**src/rtl/led_pkg.sv**
```systemverilog
// rtl/led_pkg.sv - shared widths and state encoding for the LED blink-code scheduler
package led_pkg;
   localparam int CODE_W = 4;
   localparam int REP_W  = 4;

   typedef enum logic [1:0] {
      ST_IDLE    = 2'd0,
      ST_SHOW    = 2'd1,
      ST_RESCHED = 2'd2
   } state_t;
endpackage

```
**src/rtl/led_code_sched_if.sv**
```systemverilog
// rtl/led_code_sched_if.sv - requester/flasher signal bundle for led_code_sched
interface led_code_sched_if #(parameter int N_REQ = 4);
   import led_pkg::*;

   logic [N_REQ-1:0]        req;
   logic [CODE_W*N_REQ-1:0] code;
   logic                    seq_done;
   logic [CODE_W-1:0]       flash_cnt;
   logic [N_REQ-1:0]        grant;
   logic [N_REQ-1:0]        served;
   logic                    busy;

   modport master (output req, code, seq_done, input flash_cnt, grant, served, busy);
   modport slave  (input req, code, seq_done, output flash_cnt, grant, served, busy);
endinterface

```
**src/rtl/led_req_pick.sv**
```systemverilog
// rtl/led_req_pick.sv - combinational winner select; round-robin from ptr+1 when LED_SCHED_RR_EN is defined
module led_req_pick #(
   parameter int  N_REQ = 4,
   localparam int IDX_W = $clog2(N_REQ)
) (
   input  logic [N_REQ-1:0] elig,
`ifdef LED_SCHED_RR_EN
   input  logic [IDX_W-1:0] ptr,
`endif
   output logic [N_REQ-1:0] win,
   output logic [IDX_W-1:0] idx,
   output logic             any
);

`ifdef LED_SCHED_RR_EN
   always_comb begin
      int j;
      win = '0;
      idx = '0;
      any = 1'b0;
      j   = 0;
      // ptr itself is visited last, so the previous owner has lowest priority
      for (int k = 1; k <= N_REQ; k++) begin
         j = (int'(ptr) + k) % N_REQ;
         if (!any && elig[j]) begin
            win[j] = 1'b1;
            idx    = IDX_W'(j);
            any    = 1'b1;
         end
      end
   end
`else
   always_comb begin
      win = '0;
      idx = '0;
      any = 1'b0;
      for (int i = N_REQ - 1; i >= 0; i--) begin
         if (elig[i]) begin
            win    = '0;
            win[i] = 1'b1;
            idx    = IDX_W'(i);
            any    = 1'b1;
         end
      end
   end
`endif

endmodule

```
**src/rtl/led_code_sched.sv**
```systemverilog
// rtl/led_code_sched.sv - grants the LED flasher to one requester for MIN_REP sequences
// Optional round-robin arbitration via LED_SCHED_RR_EN (fixed lowest-index priority otherwise).
module led_code_sched
   import led_pkg::*;
#(
   parameter int N_REQ   = 4,
   parameter int MIN_REP = 2
) (
   input  logic              clk,
   input  logic              rst_n,
   led_code_sched_if.slave   bus
);
   localparam int IDX_W = $clog2(N_REQ);

   state_t             state, state_n;
   logic [REP_W-1:0]   rep, rep_n;
   logic [CODE_W-1:0]  flash_q, flash_n;
   logic [N_REQ-1:0]   grant_q, grant_n;
   logic [N_REQ-1:0]   served_q, served_n;
   logic               busy_q, busy_n;

   logic [N_REQ-1:0]   elig;
   logic [N_REQ-1:0]   win_oh;
   logic [IDX_W-1:0]   win_idx;
   logic               win_any;
   logic [CODE_W-1:0]  win_code;
   logic               take;

   // zero codes are masked so an empty blink code can never own the LED
   always_comb begin
      for (int i = 0; i < N_REQ; i++) begin
         elig[i] = bus.req[i] && (bus.code[i*CODE_W +: CODE_W] != '0);
      end
   end

`ifdef LED_SCHED_RR_EN
   logic [IDX_W-1:0] ptr, ptr_n;

   always_ff @(posedge clk or negedge rst_n) begin
      if (!rst_n) ptr <= '0;
      else        ptr <= ptr_n;
   end

   led_req_pick #(.N_REQ(N_REQ)) u_pick (
      .elig (elig),
      .ptr  (ptr),
      .win  (win_oh),
      .idx  (win_idx),
      .any  (win_any)
   );
`else
   led_req_pick #(.N_REQ(N_REQ)) u_pick (
      .elig (elig),
      .win  (win_oh),
      .idx  (win_idx),
      .any  (win_any)
   );
`endif

   assign win_code = bus.code[win_idx*CODE_W +: CODE_W];

   always_ff @(posedge clk or negedge rst_n) begin
      if (!rst_n) begin
         state    <= ST_IDLE;
         rep      <= '0;
         flash_q  <= '0;
         grant_q  <= '0;
         served_q <= '0;
         busy_q   <= 1'b0;
      end else begin
         state    <= state_n;
         rep      <= rep_n;
         flash_q  <= flash_n;
         grant_q  <= grant_n;
         served_q <= served_n;
         busy_q   <= busy_n;
      end
   end

   always_comb begin
      state_n  = state;
      rep_n    = rep;
      flash_n  = flash_q;
      grant_n  = grant_q;
      served_n = '0;
      busy_n   = busy_q;
`ifdef LED_SCHED_RR_EN
      ptr_n    = ptr;
`endif
      take     = 1'b0;

      case (state)
         ST_IDLE: begin
            take = win_any;
         end
         ST_SHOW: begin
            if (bus.seq_done && (rep != '0)) begin
               rep_n = rep - 1'b1;
               if (rep == REP_W'(1)) begin
                  state_n  = ST_RESCHED;
                  served_n = grant_q;
                  grant_n  = '0;
               end
            end
         end
         ST_RESCHED: begin
            take = win_any;
            if (!win_any) begin
               state_n = ST_IDLE;
               flash_n = '0;
               busy_n  = 1'b0;
            end
         end
         default: state_n = ST_IDLE;
      endcase

      if (take) begin
         state_n = ST_SHOW;
         rep_n   = REP_W'(MIN_REP);
         flash_n = win_code;
         grant_n = win_oh;
         busy_n  = 1'b1;
`ifdef LED_SCHED_RR_EN
         ptr_n   = win_idx;
`endif
      end
   end

   assign bus.flash_cnt = flash_q;
   assign bus.grant     = grant_q;
   assign bus.served    = served_q;
   assign bus.busy      = busy_q;

endmodule

```
**src/flat_wrapper.sv**
```systemverilog
// flat-port wrapper written by rule: the top's interface ports become plain ports
module led_code_sched_flat import led_pkg::*;
#(
   parameter int N_REQ   = 4,
   parameter int MIN_REP = 2
)
  (clk, rst_n, bus_req, bus_code, bus_seq_done, bus_flash_cnt, bus_grant, bus_served, bus_busy);
  led_code_sched_if #(.N_REQ(N_REQ)) bus_i ();
  input  logic clk;
  input  logic rst_n;
  input wire logic [$bits(bus_i.req)-1:0] bus_req;
  input wire logic [$bits(bus_i.code)-1:0] bus_code;
  input wire logic [$bits(bus_i.seq_done)-1:0] bus_seq_done;
  output wire logic [$bits(bus_i.flash_cnt)-1:0] bus_flash_cnt;
  output wire logic [$bits(bus_i.grant)-1:0] bus_grant;
  output wire logic [$bits(bus_i.served)-1:0] bus_served;
  output wire logic [$bits(bus_i.busy)-1:0] bus_busy;
  assign bus_i.req = bus_req;
  assign bus_i.code = bus_code;
  assign bus_i.seq_done = bus_seq_done;
  assign bus_flash_cnt = bus_i.flash_cnt;
  assign bus_grant = bus_i.grant;
  assign bus_served = bus_i.served;
  assign bus_busy = bus_i.busy;
  led_code_sched #(.N_REQ(N_REQ), .MIN_REP(MIN_REP)) u_core (.clk(clk), .rst_n(rst_n), .bus(bus_i));
endmodule
```
**config.mk**
```make
export PLATFORM = sky130hd
export DESIGN_NAME = led_code_sched_flat
export DESIGN_NICKNAME = d
export VERILOG_FILES = /design/src/rtl/led_pkg.sv /design/src/rtl/led_code_sched_if.sv /design/src/rtl/led_req_pick.sv /design/src/rtl/led_code_sched.sv /design/src/flat_wrapper.sv
export SDC_FILE = /design/constraint.sdc
export NUM_CORES = 1
export LEC_CHECK = 0
export BUFFER_PORTS_ARGS = -buffer_cell sky130_fd_sc_hd__buf_2
export CAP_MARGIN = 40
export CORE_ASPECT_RATIO = 1.1
export CORE_UTILIZATION = 53
export CTS_CLUSTER_DIAMETER = 150
export CTS_CLUSTER_SIZE = 28
export DETAILED_ROUTE_END_ITERATION = 8
export GPL_ROUTABILITY_DRIVEN = 0
export PLACE_DENSITY = 0.83
export REMOVE_ABC_BUFFERS = 1
export SLEW_MARGIN = 20
export SYNTH_ARGS = -nofsm -noshare
export SYNTH_HDL_FRONTEND = slang
export SYNTH_SLANG_ARGS = --single-unit
```
**constraint.sdc**
```tcl
create_clock -name clk -period 3.1 [get_ports clk]
set_input_delay 0.465 -clock clk [delete_from_list [all_inputs] [get_ports clk]]
set_output_delay 0.465 -clock clk [all_outputs]
set_load 0.03 [all_outputs]
```
==> results.sh, run 1 <==
export IMPL_grt_max_degree=20
export IMPL_drcViolationCount=0
export IMPL_die_area_mm2=0.00225
export IMPL_crit_type="input port to flop"
export IMPL_synth_edf_count=0
export IMPL_start_util=0.588
export IMPL_yosysUniqueCellTypes=30
export IMPL_synthTopCellsByArea="dfrtp_1, inv_1, o32ai_1, a21oi_1, or4b_1"
export IMPL_rsz0062_at_grt="no"
export IMPL_hold_ws_ns=0.0893
export IMPL_syn_area_mm2=0.00109
export IMPL_p_leak_nw=0.606
export IMPL_setup_violations=0
export IMPL_power_density_mw_per_mm2=720
export IMPL_ios=36
export IMPL_synth_top_family_by_area="compound AO/OA/AOI/OAI gates"
export IMPL_syn_to_final_growth_pct=20.7
export IMPL_antenna_found_initial=0
export IMPL_layout_worst_path_cycle_share=0.647
export IMPL_place_hpwl_um=2030
export IMPL_die_w_um=45.3
export IMPL_status="finished clean"
export IMPL_setup_tns_ns=0
export IMPL_avgSynthCellArea_um2=10.1
export IMPL_ir_drop_mv=0.365
export IMPL_postSynthRegisterBits=19
export IMPL_synth_top_area_frac=0.434
export IMPL_grt_pass1_vias=955
export IMPL_finalHoldViolations=0
export IMPL_wirelength_um=2550
export IMPL_cts_buffers=3
export IMPL_grt_pass1_wl_um=4240
export IMPL_antenna_left=0
export IMPL_yosys_most_used_dff="dfrtp_1"
export IMPL_vias=1047
export IMPL_routedWlPerCell_um=14.7
export IMPL_layout_min_cycle_time_ns=2.00
export IMPL_port_buffers=35
export IMPL_cts_sinks=19
export IMPL_grtUsageTotal=0.266
export IMPL_crit_path_start="bus_code[9]"
export IMPL_slowest_delay_ns=0.56
export IMPL_fin_ws_ns=1.10
export IMPL_critPathCaptureType="flop"
export IMPL_multi_input_area_um2=558
export IMPL_overflow=0
export IMPL_seq_area_frac_synth=0.434
export IMPL_core_mm2=0.00186
export IMPL_async_reset_ff_frac=1.00
export IMPL_clk_pin_slew_ns=0.10
export IMPL_crit_arrival_ns=2.17
export IMPL_slew_headroom=0.562
export IMPL_synthTopCellsByCount="dfrtp_1, inv_1, a21oi_1"
export IMPL_tightestPinTransition_ns=0.648
export IMPL_post_cts_buffers=0
export IMPL_dpl_cell_area_mm2=0.00129
export IMPL_drv_slew=0
export IMPL_synthMuxAreaShare=0
export IMPL_yosysTopAreaCell="dfrtp_1"
export IMPL_synth_simple_gate_area_share=0.177
export IMPL_required_ns=3.26
export IMPL_drive_above_1_share=0.301
export IMPL_routed_via_density=6.05
export IMPL_firstDrtPassIters=4
export IMPL_cts_tree="built"
export IMPL_crit_fanout=7
export IMPL_die_h_um=49.7
export IMPL_final_nets=173
export IMPL_yosys_warnings=0
export IMPL_worst_setup_path_start_kind="input port"
export IMPL_synth_adder_area_share=0.0343
export IMPL_cts_max_path_buffers=2
export IMPL_cts_resized=0
export IMPL_cts_max_level=1
export IMPL_nFillCells=158
export IMPL_clk_latency_ns=0.29
export IMPL_drt_iter0_drc=25
export IMPL_maxCapViolations=0
export IMPL_yosysMostFrequentCell="dfrtp_1"
export IMPL_dp_cells=169
export IMPL_fmax_ghz=0.499
export IMPL_regToRegStartpoint="u_core.state[0]"
export IMPL_crit_chain="buf_2 -> o41a_1 -> or4b_1 -> a221oi_1 -> o32ai_1"
export IMPL_syn_inst=108
export IMPL_fin_cells=173
export IMPL_finalInstanceArea_mm2=0.00132
export IMPL_synth_compound_area_frac=0.282
export IMPL_pre_cts_ws_ns=0.798
export IMPL_fin_skew_ns=0.00143
export IMPL_synth_xor_area_frac=0.0160
export IMPL_regArea_um2=475
export IMPL_rows=16
export IMPL_hold_buffers=0
export IMPL_hold_class="input port to asynchronous set/reset pin"
export IMPL_slowest_stage="or4b_1"
export IMPL_clockRootBuffer="clkbuf_4"
export IMPL_antenna_cells=0
-- registers in the layout (all words and copies together) (netlist names) --
| signal | count |
|---|---|
| u_core.bus.grant | 4 |
| u_core.bus.served | 4 |
| u_core.bus.flash_cnt | 4 |
| u_core.state | 2 |
| u_core.rep | 4 |
| u_core.bus.busy | 1 |
-- worst paths after layout --
path | end | slack, ns | cells after the start
max in group asynchronous | u_core.bus.served[3] | 2.73 | 1
max reg2reg | u_core.bus.grant[1] | 1.14 | 4
min | u_core.bus.flash_cnt[0] | 0.09 | 1
max | u_core.bus.flash_cnt[0] | 1.10 | 5
min reg2reg | u_core.bus.served[2] | 0.52 | 1
min in group clk | u_core.bus.served[2] | 0.52 | 1
-- metal layers --
metal  vias up  track usage  routed length [um]
met5         -            0                   0
met4         0        0.146                  73
met3         8       0.0330                 137
met2        46        0.466                1370
met1       483        0.298                 961
li1        510            -                   -
-- per-stage QoR --
stage	util	total power [W]
floorplan	-	0.000691
global placement	0.696	0.000814
detailed placement	0.696	0.000835
CTS	0.710	0.000954
global route	0.710	0.00101
finish	0.710	0.000951
-- kinds of logic (layout without fill, tap and decap cells) --
group,after synthesis,count (layout)
flops,19,19
compound gates,40,40
simple gates,29,29
buf+inv,15,53
xor+xnor,2,2
fa+ha+maj,3,3
-- final cells by class --
class                   count  area share
multi-input cells          74       0.422
inverters                  14      0.0398
clock buffers               4      0.0199
repair buffers             35       0.133
well taps                  27      0.0256
flip-flops and latches     19       0.360
-- worst max-delay path, delay by kind of cell --
kind | cells | cell delay [ns]
AND/OR/NAND/NOR | 1 | 0.56
AO/OA/AOI/OAI | 3 | 1.01
buffers and inverters | 1 | 0.13
-- power by group --
part	switching (W)	internal [W]	total, W
logic	0.000276	0.000164	0.000440
registers	0.0000657	0.000326	0.000392
clock network	0.0000696	0.0000500	0.000120
-- cells in the final DEF, fill, tap and decap left out --
cell type	count
buf_2	35
dfrtp_1	19
inv_1	14
a21oi_1	8
nor2_1	6
o32ai_1	5
a31oi_1	5
and2_1	4
o41ai_1	4
nor3_1	4
or4b_1	4
a221oi_1	4
o41a_1	3
or3_2	3
o21ai_0	3
ha_1	3
clkbuf_4	3
nand3b_1	2
or3_1	2
xnor2_1	2
a32o_1	2
nor4b_2	1
a41oi_1	1
o41a_2	1
a22o_1	1
a211oi_1	1
nor4_1	1
nand2b_1	1
o221ai_1	1
nand4b_1	1
a31o_2	1
clkbuf_1	1
Power figures use the tool's default switching activity.
==> run 2, diff against run 1 <==
- CORE_UTILIZATION: 53 -> 44
- PLACE_DENSITY: 0.83 -> 0.74
- clock period: 3.1 -> 1.7 ns (I/O delays scaled with it)
==> results.sh, run 2 (same netlist as run 1, synthesis figures left out) <==
export IMPL_drive_above_1_share=0.389
export IMPL_fin_cells=192
export IMPL_rows=18
export IMPL_grt_pass1_wl_um=4570
export IMPL_antenna_found_initial=0
export IMPL_final_nets=189
export IMPL_grt_pass1_vias=1048
export IMPL_grt_max_degree=20
export IMPL_cts_max_path_buffers=2
export IMPL_worst_setup_path_start_kind="input port"
export IMPL_final_cell_mix="buf_2, dfrtp_1, buf_4"
export IMPL_clk_pin_slew_ns=0.10
export IMPL_crit_arrival_ns=1.79
export IMPL_cts_buffers=3
export IMPL_syn_to_final_growth_pct=34.1
export IMPL_cts_tree="built"
export IMPL_cts_sinks=19
export IMPL_setup_tns_ns=0
export IMPL_crit_type="input port to flop"
export IMPL_crit_fanout=5
export IMPL_drt_iter0_drc=12
export IMPL_antenna_left=0
export IMPL_ios=36
export IMPL_rsz0062_at_grt="no"
export IMPL_layout_commonest_cell="buf_2"
export IMPL_crit_path_start="bus_code[9]"
export IMPL_vias=1101
export IMPL_die_area_mm2=0.00269
export IMPL_clk_latency_ns=0.29
export IMPL_maxCapViolations=0
export IMPL_routed_via_density=5.73
export IMPL_wirelength_um=2720
export IMPL_hp_start="bus_code[2]"
export IMPL_tightestPinTransition_ns=0.407
export IMPL_cts_max_level=1
export IMPL_finalHoldViolations=0
export IMPL_die_h_um=54.3
export IMPL_fmax_ghz=0.614
export IMPL_slew_headroom=0.725
export IMPL_power_total_w=0.00179
export IMPL_place_hpwl_um=2190
export IMPL_layout_worst_path_cycle_share=0.958
export IMPL_die_w_um=49.6
export IMPL_layout_min_cycle_time_ns=1.63
export IMPL_port_buffers=35
export IMPL_hold_class="input port to flop"
export IMPL_dp_cells=187
export IMPL_clockRootBuffer="clkbuf_4"
export IMPL_drcViolationCount=0
export IMPL_drv_slew=0
export IMPL_antenna_cells=0
export IMPL_setup_violations=0
export IMPL_critPathCaptureType="flop"
export IMPL_start_util=0.477
export IMPL_finalInstanceArea_mm2=0.00147
export IMPL_p_leak_nw=0.690
export IMPL_fin_skew_ns=0.00530
export IMPL_firstDrtPassIters=4
export IMPL_status="finished clean"
export IMPL_grtUsageTotal=0.224
export IMPL_core_mm2=0.00230
export IMPL_regToRegStartpoint="u_core.rep[1]"
export IMPL_ir_drop_mv=0.730
export IMPL_required_ns=1.86
export IMPL_utilization=0.639
export IMPL_overflow=0
export IMPL_routedWlPerCell_um=14.2
export IMPL_power_density_mw_per_mm2=1220
export IMPL_dpl_cell_area_mm2=0.00141
[run 2: changes by cell type in the layout (fill, tap and decap cells not counted)]
cell / change
clkbuf_1: -1
dlygate4sd3_1: +1
clkinv_2: +1
a221oi_2: +2
nor4_2: +1
buf_4: +15
nor4_1: -1
a221oi_1: -2
[run 2: through the flow]
step	setup WS (ns)	hold WS (ns)
detailed placement	-0.244	0.211
global route	0.0189	0.330
floorplan	-0.0357	-0.0406
finish	0.0708	0.312
global placement	-0.176	0.206
CTS	0.0701	0.306
[run 2: routing by layer]
metal  track usage  vias up  share of wire
met5             0        -              0
met4        0.0857        0          0.019
met2         0.453       29           0.53
met1         0.240      530           0.42
li1              -      538              -
met3        0.0250        4          0.026
[run 2: what timing repair did]
item / CTS / global route
setup endpoints to repair: 0 / 3
endpoints found under the hold margin: 19 / 0
hold buffers: 1 / 0
buffers inserted: 0 / 0
resized for setup: 0 / 3
[run 2: critical path: stages]
cell      delay (ns)
buf_2           0.10
o41a_1          0.47
or4b_1          0.51
a221oi_1        0.31
o32ai_1         0.13
[run 2: path summary, 6_finish.rpt]
| path | end | slack (ns) | cells after the start |
|---|---|---|---|
| max | u_core.bus.flash_cnt[2] | 0.07 | 5 |
| min | u_core.bus.flash_cnt[2] | 0.31 | 3 |
| max reg2reg | u_core.bus.grant[1] | 0.14 | 6 |
| min reg2reg | u_core.bus.served[0] | 0.51 | 1 |
| max in group asynchronous | u_core.state[0] | 1.00 | 2 |
| min in group asynchronous | u_core.bus.grant[0] | 0.42 | 2 |
[run 2: report_power, final]
group / internal [W] / switching (W)
Clock: 0.0000873 / 0.000133
Sequential: 0.000595 / 0.0000962
Combinational: 0.000344 / 0.000537
[run 2: cell type report]
cell class                      count  area (um^2)
Clock inverter                      1         5.00
Timing Repair Buffer               51          298
Multi-Input combinational cell     74          577
Fill cell                         223          830
Tap cell                           30         37.5
Sequential cell                    19          475
Inverter                           14         52.6
Clock buffer                        3         22.5
==> run 3, diff against run 2 <==
- CORE_ASPECT_RATIO: 1.1 -> default
- CORE_MARGIN: default -> 4
==> results.sh, run 3 (same netlist as run 1, synthesis figures left out) <==
export IMPL_ios=36
export IMPL_maxCapViolations=0
export IMPL_crit_fanout=5
export IMPL_vias=1121
export IMPL_antenna_left=0
export IMPL_wirelength_um=2800
export IMPL_crit_arrival_ns=1.80
export IMPL_final_nets=189
export IMPL_firstDrtPassIters=4
export IMPL_r2r_end="u_core.bus.grant[1]"
export IMPL_reg2reg_depth=6
export IMPL_holdPathStages=3
export IMPL_die_w_um=57.9
export IMPL_grt_pass1_vias=1123
export IMPL_ir_drop_mv=0.691
export IMPL_clockRootBuffer="clkbuf_4"
export IMPL_nFillCells=212
export IMPL_hold_class="input port to flop"
export IMPL_post_cts_buffers=0
export IMPL_setup_violations=0
export IMPL_grt_pass1_wl_um=4710
export IMPL_regToRegStartpoint="u_core.rep[1]"
export IMPL_worst_setup_path_start_kind="input port"
export IMPL_pre_cts_ws_ns=-0.270
export IMPL_grt_max_degree=20
export IMPL_start_util=0.477
export IMPL_rsz0062_at_grt="no"
export IMPL_critPathCaptureType="flop"
export IMPL_power_total_w=0.00181
export IMPL_p_leak_nw=0.692
export IMPL_core_mm2=0.00230
export IMPL_die_h_um=57.9
export IMPL_power_density_mw_per_mm2=1230
export IMPL_grtUsageTotal=0.179
export IMPL_hp_start="bus_code[1]"
export IMPL_layout_worst_path_cycle_share=0.962
export IMPL_cts_tree="built"
export IMPL_r2r_setup_slack_ns=0.18
export IMPL_drcViolationCount=0
export IMPL_cts_buffers=3
export IMPL_port_buffers=35
export IMPL_drive_above_1_share=0.377
export IMPL_clk_latency_ns=0.29
export IMPL_fin_skew_ns=0.00117
export IMPL_routedWlPerCell_um=14.7
export IMPL_overflow=0
export IMPL_final_cell_mix="buf_2, dfrtp_1, buf_4"
export IMPL_crit_type="input port to flop"
export IMPL_antenna_found_initial=0
export IMPL_tightestPinTransition_ns=0.462
export IMPL_required_ns=1.86
export IMPL_fmax_ghz=0.611
export IMPL_rows=17
export IMPL_antenna_cells=0
export IMPL_die_area_mm2=0.00335
export IMPL_clk_pin_slew_ns=0.10
export IMPL_layout_commonest_cell="buf_2"
export IMPL_drt_iter0_drc=17
export IMPL_min_to="u_core.bus.flash_cnt[1]"
export IMPL_cts_sinks=19
export IMPL_place_hpwl_um=2260
export IMPL_layout_min_cycle_time_ns=1.64
export IMPL_slew_headroom=0.688
export IMPL_finalInstanceArea_mm2=0.00147
export IMPL_routed_via_density=5.90
export IMPL_fin_ws_ns=0.0640
export IMPL_cts_max_level=1
export IMPL_cts_max_path_buffers=2
export IMPL_syn_to_final_growth_pct=33.9
export IMPL_dpl_cell_area_mm2=0.00141
export IMPL_utilization=0.638
export IMPL_status="finished clean"
export IMPL_drv_slew=0
export IMPL_finalHoldViolations=0
[run 3: changes by cell type in the layout (fill, tap and decap cells not counted), sizes merged]
cell    before  now
clkbuf       3    4
clkinv       1    0
[run 3: area by class of cell]
type | instances | area [um^2] | share of cell area
repair buffers | 51 | 298 | 0.203
multi-input cells | 74 | 579 | 0.395
inverters | 14 | 52.6 | 0.0358
flip-flops and latches | 19 | 475 | 0.324
well taps | 28 | 35.0 | 0.0239
clock buffers | 4 | 26.3 | 0.0179
[run 3: repair_timing]
| action | 4_1_cts | 5_1_grt |
|---|---|---|
| endpoints found under the hold margin | 19 | 0 |
| endpoints found under the setup margin | 0 | 3 |
| gates resized for setup | 0 | 3 |
| hold buffers | 1 | 0 |
[run 3: power breakdown]
group / internal, W / total, W / switching (W)
clock: 0.0000912 / 0.000228 / 0.000137
combinational: 0.000351 / 0.000897 / 0.000546
sequential: 0.000595 / 0.000685 / 0.0000904
[run 3: stage by stage]
stage	TNS, ns	hold WS, ns	std cells
global route	0	0.310	190
floorplan	-0.143	-0.0406	107
CTS	0	0.294	190
detailed placement	-1.03	0.219	185
finish	0	0.315	190
global placement	-0.804	0.207	185
[run 3: metal layers]
| layer | GRT usage | part of all wire | vias up |
|---|---|---|---|
| met2 | 0.323 | 0.53 | 38 |
| met5 | 0 | 0 | - |
| met4 | 0.109 | 0.029 | 0 |
| met3 | 0.0178 | 0.051 | 8 |
| li1 | - | - | 542 |
| met1 | 0.201 | 0.38 | 533 |
[run 3: how the worst max path moves through the flow]
| stage | start | endpoint | slack, ns | cells past startpoint |
|---|---|---|---|---|
| after floorplan | bus_code[9] | u_core.bus.flash_cnt[0] | -0.04 | 4 |
| after global placement | bus_code[9] | u_core.bus.flash_cnt[0] | -0.20 | 5 |
| after detailed placement | bus_code[9] | u_core.bus.flash_cnt[2] | -0.27 | 5 |
| after CTS | bus_code[9] | u_core.bus.flash_cnt[2] | 0.06 | 5 |
| after global routing | bus_code[9] | u_core.bus.flash_cnt[0] | 0.0009 | 5 |
| final | bus_code[9] | u_core.bus.flash_cnt[0] | 0.06 | 5 |
[run 3: critical path: stages]
cell and delay, ns:
buf_2 0.10, o41a_1 0.47, or4b_1 0.51, a221oi_1 0.32, o32ai_1 0.14
